===== src/rtl/counter_pkg.sv =====
// Shared definitions for the counter family: FSM state encoding and
// counting-mode constants reused by present and future counter variants.
package counter_pkg;

  typedef enum logic [1:0] {
    IDLE = 2'd0,
    RUN  = 2'd1,
    DONE = 2'd2
  } state_e;

  typedef enum logic {
    MODE_FREE    = 1'b0,
    MODE_ONESHOT = 1'b1
  } mode_e;

endpackage


===== src/rtl/modn_next.sv =====
// Combinational modulo-N successor: next count in the chosen direction,
// terminal-count flag and wrap flag, all kept to WIDTH bits.
module modn_next #(
  parameter int WIDTH   = 4,
  parameter int MODULUS = 15
) (
  input  logic [WIDTH-1:0] q,
  input  logic             up,
  output logic [WIDTH-1:0] nxt,
  output logic             tc,
  output logic             wrap
);

  localparam logic [WIDTH-1:0] MAXV = WIDTH'(MODULUS - 1);

  logic at_max;
  logic at_zero;

  assign at_max  = (q == MAXV);
  assign at_zero = (q == '0);

  // When MODULUS == 2**WIDTH, MAXV is all ones and q+1 overflows to zero anyway.
  always_comb begin
    nxt = q;
    if (up) nxt = at_max  ? '0   : q + WIDTH'(1);
    else    nxt = at_zero ? MAXV : q - WIDTH'(1);
  end

  assign tc   = up ? at_max : at_zero;
  assign wrap = tc;

endmodule


===== src/rtl/modn_updown_counter.sv =====
// Parametrised modulo-N up/down counter with load, clear, enable, wrap flag
// and a one-shot mode sequenced by an IDLE/RUN/DONE state machine.
module modn_updown_counter
  import counter_pkg::*;
#(
  parameter int WIDTH     = 4,
  parameter int MODULUS   = 15,
  parameter int RESET_VAL = 0
) (
  input  logic             clk,
  input  logic             rst,
  input  logic             clr,
  input  logic             en,
  input  logic             up,
  input  logic             load,
  input  logic [WIDTH-1:0] load_val,
  input  logic             oneshot,
  input  logic             start,
  output logic [WIDTH-1:0] q,
  output logic             tc,
  output logic             wrap,
  output logic             done,
  output logic             busy
);

  localparam logic [WIDTH-1:0] MAXV    = WIDTH'(MODULUS - 1);
  localparam logic [WIDTH-1:0] RST_V   = WIDTH'(RESET_VAL);
  localparam logic [WIDTH:0]   MOD_EXT = (WIDTH + 1)'(MODULUS);

  if (MODULUS < 2 || MODULUS > 2 ** WIDTH) begin : g_bad_modulus
    $error("modn_updown_counter: MODULUS out of range 2..2**WIDTH");
  end
  if (RESET_VAL < 0 || RESET_VAL >= MODULUS) begin : g_bad_reset_val
    $error("modn_updown_counter: RESET_VAL must lie in 0..MODULUS-1");
  end

  // Extra top bit keeps MODULUS == 2**WIDTH from truncating to zero.
  function automatic logic [WIDTH-1:0] clamp_load(input logic [WIDTH-1:0] v);
    if ({1'b0, v} >= MOD_EXT) return MAXV;
    return v;
  endfunction

  logic [WIDTH-1:0] cnt_p0, cnt_d;
  state_e           state_p0, state_d;
  mode_e            mode_p0, mode_d;
  logic             wrap_p0, wrap_d;
  logic             done_p0, done_d;

  logic [WIDTH-1:0] nxt;
  logic             nxt_tc;
  logic             nxt_wrap;

  modn_next #(
    .WIDTH  (WIDTH),
    .MODULUS(MODULUS)
  ) u_next (
    .q   (cnt_p0),
    .up  (up),
    .nxt (nxt),
    .tc  (nxt_tc),
    .wrap(nxt_wrap)
  );

  always_comb begin
    state_d = state_p0;
    cnt_d   = cnt_p0;
    wrap_d  = 1'b0;
    done_d  = 1'b0;
    mode_d  = (state_p0 == IDLE) ? mode_e'(oneshot) : mode_p0;
    if (clr) begin
      cnt_d   = RST_V;
      state_d = IDLE;
    end else if (load) begin
      cnt_d = clamp_load(load_val);
    end else begin
      unique case (state_p0)
        IDLE: begin
          if (mode_p0 == MODE_FREE) begin
            if (en) begin
              cnt_d  = nxt;
              wrap_d = nxt_wrap;
            end
          end else if (start) begin
            state_d = RUN;
          end
        end
        RUN: begin
          // Reaching the terminal value ends the run instead of wrapping.
          if (en) begin
            if (nxt_tc) begin
              done_d  = 1'b1;
              state_d = DONE;
            end else begin
              cnt_d = nxt;
            end
          end
        end
        DONE: begin
          if (start) state_d = RUN;
        end
        default: state_d = IDLE;
      endcase
    end
  end

  // Stage p0: count, FSM state and one-cycle flag registers
  always_ff @(posedge clk or posedge rst) begin
    if (rst) begin
      cnt_p0   <= RST_V;
      state_p0 <= IDLE;
      mode_p0  <= MODE_FREE;
      wrap_p0  <= 1'b0;
      done_p0  <= 1'b0;
    end else begin
      cnt_p0   <= cnt_d;
      state_p0 <= state_d;
      mode_p0  <= mode_d;
      wrap_p0  <= wrap_d;
      done_p0  <= done_d;
    end
  end

  assign q    = cnt_p0;
  assign tc   = nxt_tc;
  assign wrap = wrap_p0;
  assign done = done_p0;
  assign busy = (state_p0 == RUN);

endmodule


===== config.mk =====
export PLATFORM = sky130hd
export DESIGN_NAME = modn_updown_counter
export DESIGN_NICKNAME = d
export VERILOG_FILES = /design/src/rtl/counter_pkg.sv /design/src/rtl/modn_next.sv /design/src/rtl/modn_updown_counter.sv
export SDC_FILE = /design/constraint.sdc
export NUM_CORES = 1
export LEC_CHECK = 0
export ABC_AREA = 1
export BUFFER_PORTS_ARGS = -buffer_cell sky130_fd_sc_hd__buf_2
export CAP_MARGIN = 0
export CORE_UTILIZATION = 48
export CTS_BUF_LIST = sky130_fd_sc_hd__clkbuf_16
export DETAILED_ROUTE_END_ITERATION = 8
export PLACE_DENSITY = 0.72
export SYNTH_ARGS = -nofsm -noshare
export SYNTH_HDL_FRONTEND = slang
export SYNTH_HIERARCHICAL = 1
export SYNTH_SLANG_ARGS = --single-unit
export TNS_END_PERCENT = 20

===== constraint.sdc =====
create_clock -name clk -period 2.2 [get_ports clk]
set_input_delay 0.11 -clock clk [delete_from_list [all_inputs] [get_ports clk]]
set_output_delay 0.11 -clock clk [all_outputs]
set_load 0.005 [all_outputs]

# After elaboration in Yosys (flattened, before gate mapping)

Cells that the tools add are included.

Logic and storage cells: 57
Register bits: 9

Reduce and logical (&&, ||, !) cells: 5
Order comparisons: 1
$add $sub $neg: 2
Eq/ne operators: 11
Muxes and demuxes: 33

Operators with widths:

| operator                                                                | count |
|---|---|
| 4-bit two-way mux                                                       | 11 |
| 4-bit inequality test, second input constant                            | 4 |
| 1-bit two-way mux                                                       | 14 |
| 2-bit two-way mux                                                       | 6 |
| 4-bit case mux with 2 select lines                                      | 1 |
| 3-bit inequality test, second input constant                            | 2 |
| 2-bit case mux with 3 select lines                                      | 1 |
| 5-bit AND reduction                                                     | 1 |
| 4-bit by 1-bit adder with 4-bit output, second input constant           | 1 |
| 4-bit == test, second input constant                                    | 1 |
| 4-bit greater-or-equal comparator, second input constant                | 1 |
| 4-bit zero test                                                         | 1 |
| 4-bit AND reduction                                                     | 1 |
| 4-bit nonzero test                                                      | 1 |
| 4-bit by 1-bit subtractor with 4-bit output, second input constant      | 1 |
| 3-bit by 2-bit inequality test with 1-bit output, second input constant | 1 |
| 2-bit by 1-bit == test with 1-bit output, second input constant         | 1 |
| 2-bit == test, second input constant                                    | 1 |
| 2-bit zero test                                                         | 1 |
| 2-bit inequality test, second input constant                            | 1 |

# Logic depth before layout (Yosys ltp)

Gate-level depths: netlist (run 1).

Depth in word-level cells: 8
Gate-level depth with buffers: 13
Depth with buffers taken out: 13

# Modules after synthesis

Netlist (run 1), hierarchy kept.

Modules (own cells, without submodules):

| module              | area each (µm²) | sequential area each (µm²) | times used | cells each |
|---|---|---|---|---|
| modn_updown_counter | 529.3           | 225.2                      | 1          | 73 |
| modn_next           | 196.4           | 0.0                        | 1          | 36 |

# Worst setup path after synthesis (run 1)

OpenSTA, ideal clock, no wires.

Path type: reg-to-reg
Start: register cnt_p0[0] (netlist: q[0])
End: register cnt_p0[0] (netlist: q[0])
Setup slack: 0.450 ns
Arrival: 1.633 ns
Required time: 2.083 ns
Path buffers: 0
Clock period less this slack: 1.750 ns
Setup time: 0.117 ns
Cell stages (with the launch flop): 13
Cell sequence: dfrtp_1 -> inv_1 -> ha_1 -> inv_1 -> nor2_1 -> nand2_1 -> nand2_1 -> and2_1 -> nand3_1 -> nor2_2 -> nor2_8 -> nand3_1 -> nand2_1

Elaborated cells on any way between the ends: 17

RTL lines:

| item                                             | line                             | source |
|---|---|---|
| from (decl)                                      | modn_updown_counter.sv:43        | `logic [WIDTH-1:0] cnt_p0, cnt_d;` |
| from (signal assigned)                           | modn_updown_counter.sv:115       | `cnt_p0 <= cnt_d;` |
| 4-bit == test or 4-bit zero test (tied branches) | modn_next.sv:19, modn_next.sv:20 |  |
| 1-bit two-way mux (*)                            | modn_next.sv:29                  | `assign tc = up ? at_max : at_zero;` |
| net tc                                           | modn_updown_counter.sv:20        | `output logic tc,` |
| 4-bit inequality test (no line) (*)              | --                               |  |
| 5-bit AND reduction (no line) (*)                | --                               |  |

The timed path passes the listed nets; every way through them passes the cells marked *. The select of a mux whose other input is x is not followed.
A chain may end at the register's enable or synchronous reset.

# Worst setup path in the final report (run 1)

Start: register cnt_p0[0] (netlist: q[0])
End: register cnt_p0[2] (netlist: q[2])

Longest elaborated chain between the ends: 8
Elaborated cells on any way between the ends: 17

RTL lines:

| item                                                                | line                                                 | source |
|---|---|---|
| 4-bit by 1-bit subtractor with 4-bit output (tied with other cells) | modn_next.sv:26                                      | `else nxt = at_zero ? MAXV : q - WIDTH'(1);` |
| 4-bit two-way mux, on equally long branches                         | modn_next.sv:26, modn_next.sv:25                     |  |
| 4-bit two-way mux                                                   | modn_next.sv:25                                      | `if (up) nxt = at_max ? '0 : q + WIDTH'(1);` |
| 4-bit two-way mux, on equally long branches                         | modn_updown_counter.sv:90, modn_updown_counter.sv:79 |  |
| 4-bit two-way mux, on equally long branches                         | modn_updown_counter.sv:89, modn_updown_counter.sv:78 |  |
| 4-bit case mux with 2 select lines                                  | modn_updown_counter.sv:76                            | `unique case (state_p0)` |
| 4-bit two-way mux                                                   | modn_updown_counter.sv:73                            | `end else if (load) begin` |
| 4-bit two-way mux                                                   | modn_updown_counter.sv:70                            | `if (clr) begin` |

Parallel ways exist; a longest one is shown, timed or not. The select of a mux whose other input is x is not followed.

==> flow_summary.json, run 1 <==
{
  "final_max_slew_viol_count": 0,
  "synth_warnings": 6,
  "port_buffers": 19,
  "finish.utilization": 0.682,
  "cp.required_ns": 2.32,
  "rsz0062_at_grt": "false",
  "path_class": "reg2reg",
  "muxShareOfSynthArea": 0,
  "first_global_vias": 640,
  "cellLeakagePower_nw": 0.541,
  "yosysUniqueCellTypes": 22,
  "firstDrtPassIters": 4,
  "post-cts-setup-buffer-count": 0,
  "synth_top_family_by_area": "simple AND/OR/NAND/NOR gates",
  "synth_top_area_cell": "dfrtp_1",
  "fill_cells": 120,
  "synth_top_area_frac": 0.310,
  "route.met3.wl_um": 63,
  "mostFrequentLayoutCells": "nand2_1 (35), buf_2 (19), inv_1 (13), nand3_1 (13), nor2_1 (12)",
  "clockRootBuffer": "clkbuf_16",
  "clock-sinks": 9,
  "ys_seq_area_frac": 0.310,
  "fmax_mhz": 521,
  "synthAdderAreaFrac": 0.0690,
  "avgSynthCellArea_um2": 6.66,
  "r2r_slack_ns": 0.28,
  "antenna_found_initial": 0,
  "met2_length_um": 799,
  "dp_hpwl_um": 1230,
  "clk_pin_slew_ns": 0.04,
  "synth-seq-cells": 9,
  "hp-start": "load",
  "synthXorXnorAreaFrac": 0.0121,
  "powerDensity_nw_per_um2": 849,
  "hp-class": "in2reg",
  "synth_area_um2": 726,
  "gp_congestion": 0.815,
  "grt_max_degree": 10,
  "finalHoldViolations": 0,
  "maxCapViolations": 0,
  "worst_pin_slew_ns": 0.386,
  "cts_tree": "yes",
  "fin_skew_ns": 0.00310,
  "period_share": 0.872,
  "htreeDepth": 1,
  "area_growth_pct": 26.9,
  "drc": 0,
  "slew_headroom": 0.740,
  "coreArea_um2": 1350,
  "critPathArrivalTime_ns": 2.04,
  "cp-end-kind": "register",
  "yosys.area_share.simple": 0.457,
  "drive_above_1_share": 0.250,
  "row_count": 13,
  "critPathLaunchType": "register",
  "start_util": 0.538,
  "die_y_um": 40.9,
  "synth_cells": 109,
  "final_nets": 149,
  "r2r-start": "q[0]",
  "top_layer": "met4",
  "synth_area_leaders": "dfrtp_1 (31%), nand2_1 (18%), nand3_1 (9.0%)",
  "die_area_um2": 1670,
  "ctsResizeCount": 0,
  "ios": 20,
  "ant_nets": 0,
  "outcome": "complete, no violations",
  "cp_max_fo": 7,
  "ctsHoldBuffers": 1,
  "final.setup.tns_ns": 0,
  "drt_iter0_drc": 10,
  "drt_wl_total_um": 1600,
  "cts_made_buffers": 3,
  "grt_pass1_wl_um": 2590,
  "num_vias": 723,
  "antenna_cells": 0,
  "layout_commonest_cell": "nand2_1",
  "vias_per_cell": 4.92,
  "insertion_delay_ns": 0.23,
  "peakVddDrop_mv": 0.639,
  "finalCriticalPeriod_ns": 1.92,
  "drt-wirelength-per-cell_um": 10.9,
  "cp-startpoint": "q[0]",
  "die_width_um": 40.9,
  "synth_compound_area_frac": 0.0690,
  "wl_met1_um": 726,
  "gr-usage-all-layers": 0.240,
  "synth_nets": 125,
  "grt_overflow": 0,
  "setup_viol": 0,
  "clockBufferDepth": 2
}
[routing by layer]
layer,up-vias,GRT usage
li1,389,-
met2,20,0.410
met3,2,0.0978
met4,0,0.0250
met5,-,0
met1,312,0.286
[final timing paths]
kind	endpoint	cells past startpoint
setup / recovery	q[2]	12
hold / removal	wrap	2
setup reg to reg	q[2]	12
hold reg to reg	mode_p0	2
max in group asynchronous	mode_p0	3
min in group asynchronous	q[2]	3
[cells by family (layout without fill, tap and decap cells)]
family,count (synthesis),in the layout
flip-flops,9,9
buffers and inverters,15,38
AO/OA/AOI/OAI,9,9
AND/OR/NAND/NOR,71,71
XOR/XNOR,1,1
adder cells (fa/ha/maj),4,4
[state kept, by name, indices dropped and copies added, names as in the netlist]
register and cells:
done 1, mode_p0 1, q 4, state_p0 2, wrap 1
[area by class of cell]
| class | instances | area [um2] | share of cell area |
|---|---|---|---|
| Tap cell | 15 | 18.8 | 0.0204 |
| Clock inverter | 1 | 3.75 | 0.00408 |
| Timing Repair Buffer | 20 | 105 | 0.114 |
| Sequential cell | 9 | 225 | 0.245 |
| Multi-Input combinational cell | 85 | 440 | 0.478 |
| Inverter | 14 | 52.6 | 0.0571 |
| Clock buffer | 3 | 75.1 | 0.0815 |
[critical path: stages (launching register included)]
cell and delay, ns:
dfrtp_1 0.44, inv_1 0.15, ha_1 0.20, inv_1 0.05, nor2_1 0.11, nand2_1 0.06
nand2_1 0.07, and2_1 0.19, nand3_1 0.11, nor2_2 0.22, nor2_8 0.06, nand3_1 0.08
nand2_1 0.06
[cell usage after synthesis, drive strengths merged]
library cell / count
nand2: 38
nor2: 16
inv: 14
nand3: 13
dfrtp: 9
a21oi: 4
ha: 4
o21ai: 4
and2: 2
buf: 1
nand4: 1
nor4: 1
o22ai: 1
xnor2: 1
[where the power goes]
group	internal (mW)	total, mW	switching, mW
clock	0.237	0.310	0.0735
combinational	0.0971	0.235	0.138
sequential	0.193	0.236	0.0435
[through the flow]
step / area [um2] / power [mW] / hold WS [ns] / std cells / setup WS, ns
finish: 921 / 0.782 / 0.0973 / 147 / 0.281
global route: 921 / 0.848 / 0.102 / 147 / 0.0937
CTS: 921 / 0.786 / 0.0874 / 147 / 0.287
detailed placement: 832 / 0.467 / 0.0801 / 142 / 0.301
global placement: 832 / 0.466 / 0.0760 / 142 / 0.359
floorplan: 726 / 0.398 / -0.0621 / 109 / 0.450
Note: power is estimated with default switching activity, not from simulation.
==> run 2: changes to the inputs <==
--- a/config.mk
+++ b/config.mk
@@ -5,13 +5,12 @@
 export SDC_FILE = /design/constraint.sdc
 export NUM_CORES = 1
 export LEC_CHECK = 0
-export ABC_AREA = 1
 export BUFFER_PORTS_ARGS = -buffer_cell sky130_fd_sc_hd__buf_2
 export CAP_MARGIN = 0
 export CORE_UTILIZATION = 48
 export CTS_BUF_LIST = sky130_fd_sc_hd__clkbuf_16
 export DETAILED_ROUTE_END_ITERATION = 8
-export PLACE_DENSITY = 0.72
+export PLACE_DENSITY = 0.73
 export SYNTH_ARGS = -nofsm -noshare
 export SYNTH_HDL_FRONTEND = slang
 export SYNTH_HIERARCHICAL = 1
==> run 2 against run 1 <==
Hold slack got worse by 0.0051 ns; first-iteration DRC count increased by 90%; total power decreased by 20%; utilization decreased by 2.1 points; routed wire length decreased by 3.7%; highest routed layer unchanged; register-to-register slack got worse by 0.11 ns; setup slack got worse by 0.11 ns; critical endpoint is now q[0].
==> flow_summary.json, run 2 <==
{
  "outcome": "complete, no violations",
  "die_width_um": 40.1,
  "synth_area_um2": 698,
  "synth_top_area_cell": "dfrtp_1",
  "first_global_vias": 531,
  "antenna_cells": 0,
  "ant_nets": 0,
  "synth_ff_type": "dfrtp_1",
  "clockRootBuffer": "clkbuf_16",
  "clk_pin_slew_ns": 0.04,
  "die_y_um": 40.1,
  "gr-usage-all-layers": 0.225,
  "post-cts-setup-buffer-count": 0,
  "design_area_um2": 882,
  "synth-seq-cells": 9,
  "cp_max_fo": 8,
  "ios": 20,
  "cts_made_buffers": 3,
  "rsz0062_at_grt": "false",
  "htreeDepth": 1,
  "fmax_mhz": 492,
  "ys_seq_area_frac": 0.323,
  "peakVddDrop_mv": 0.498,
  "final_nets": 117,
  "critPathArrivalTime_ns": 2.14,
  "largest_reg_flops": 4,
  "dp_hpwl_um": 1120,
  "cp-end-kind": "register",
  "crit_buf_inv": 1,
  "synth.most_common_cell": "dfrtp_1",
  "num_vias": 673,
  "drc": 0,
  "yosysUniqueCellTypes": 36,
  "layout_commonest_cell": "buf_2",
  "drt_wl_total_um": 1540,
  "coreArea_um2": 1330,
  "insertion_delay_ns": 0.23,
  "final.setup.tns_ns": 0,
  "synth-edff-count": 0,
  "async_flop_share": 1.00,
  "cellLeakagePower_nw": 0.426,
  "cp.required_ns": 2.31,
  "critPathSlowestCell": "dfrtp_2",
  "finalCriticalPeriod_ns": 2.03,
  "slew_headroom": 0.772,
  "avgSynthCellArea_um2": 8.84,
  "period_share": 0.923,
  "synth_warnings": 6,
  "row_count": 13,
  "start_util": 0.523,
  "drt-wirelength-per-cell_um": 13.4,
  "synth_top_area_frac": 0.323,
  "gp_congestion": 0.828,
  "finalHoldViolations": 0,
  "final_max_slew_viol_count": 0,
  "synth_area_leaders": "dfrtp_1 (32%), ha_1 (7.2%), a31oi_1 (5.4%)",
  "cp_top_family": "compound AO/OA/AOI/OAI gates",
  "hp-class": "in2reg",
  "area_growth_pct": 26.3,
  "maxCapViolations": 0,
  "cp_slowest_stage_delay_ns": 0.42,
  "antenna_found_initial": 0,
  "drt_iter0_drc": 19,
  "synth_cells": 79,
  "timing.critical_path.cells": "inv_1 > ha_1 > nor2b_1 > a2bb2o_1 > mux2_2 > o31ai_1 > a21oi_1",
  "mostFrequentLayoutCells": "buf_2 (19), inv_1 (9), dfrtp_1 (8)",
  "firstDrtPassIters": 4,
  "grt_overflow": 0,
  "setup_viol": 0,
  "fin_skew_ns": 0.000689,
  "drive_above_1_share": 0.280,
  "hold_slack_ns": 0.0922,
  "path_class": "reg2reg",
  "clock-sinks": 9,
  "synth_nets": 95,
  "grt_max_degree": 12,
  "synth_common_cells": "dfrtp_1 (9), inv_1 (8), nor2_1 (7)",
  "cts_tree": "yes",
  "clockBufferDepth": 2,
  "place_area_um2": 792,
  "port_buffers": 19,
  "fin_total_pwr_mw": 0.623,
  "powerDensity_nw_per_um2": 706,
  "critPathLaunchType": "register",
  "vias_per_cell": 5.85,
  "die_area_um2": 1610,
  "worst_pin_slew_ns": 0.342,
  "grt_pass1_wl_um": 2300
}
==> run 2: cell types whose count changed after synthesis, sizes merged, moves of 4 or more <==
cell	change
a221oi	+4
a31oi	+6
inv	-5
nand2	-36
nand3	-11
nor2	-9
==> run 2: cell families after synthesis <==
group / share of synthesized area
AOI/OAI and AO/OA: 0.278
adders and majority gates: 0.0717
buffers and inverters: 0.0878
DFF: 0.323
muxes: 0.0645
and+or+nand+nor: 0.176
==> run 2: per-stage QoR <==
stage / setup slack [ns] / instances / util
final: 0.168 / 115 / 0.661
after global routing: 0.0520 / 115 / 0.661
after CTS: 0.108 / 115 / 0.660
after detailed placement: 0.135 / 110 / 0.594
after global placement: 0.196 / 110 / 0.594
after floorplan: 0.208 / 79 / -
==> run 2: layout make-up <==
cell class | instances | area, um2
Clock buffer | 3 | 75.1
Clock inverter | 1 | 3.75
Fill cell | 114 | 452
Inverter | 9 | 33.8
Multi-Input combinational cell | 57 | 412
Sequential cell | 9 | 226
Tap cell | 15 | 18.8
Timing Repair Buffer | 21 | 113
==> run 2: path summary, 6_finish.rpt <==
path	end	slack [ns]	start	cells past startpoint
worst max-delay path	q[0]	0.17	q[1]	7
worst min register to register	mode_p0	0.63	mode_p0	1
worst min-delay path	mode_p0	0.09	oneshot	2
worst max register to register	q[0]	0.17	q[1]	7
max in group asynchronous	q[1]	1.55	rst	3
min in group asynchronous	done	0.38	rst	3
==> run 2: power by group <==
part	internal, mW	total, mW	switching, mW	leakage [nW]
Clock	0.237	0.314	0.0770	0.0423
Sequential	0.176	0.192	0.0164	0.117
Combinational	0.0541	0.117	0.0629	0.267
==> run 2: routing by layer <==
layer  up-vias  wire [um]  global-route usage
li1        338          -                   -
met3         5         97              0.0833
met4         0         34               0.129
met1       303        696               0.276
met2        27        716               0.335
met5         -          0                   0
==> run 2: what timing repair did <==
item / CTS / global route
hold buffers: 1 / 0
gates resized for setup: 0 / 1
setup endpoints to repair: 0 / 2
endpoints found under the hold margin: 9 / 0
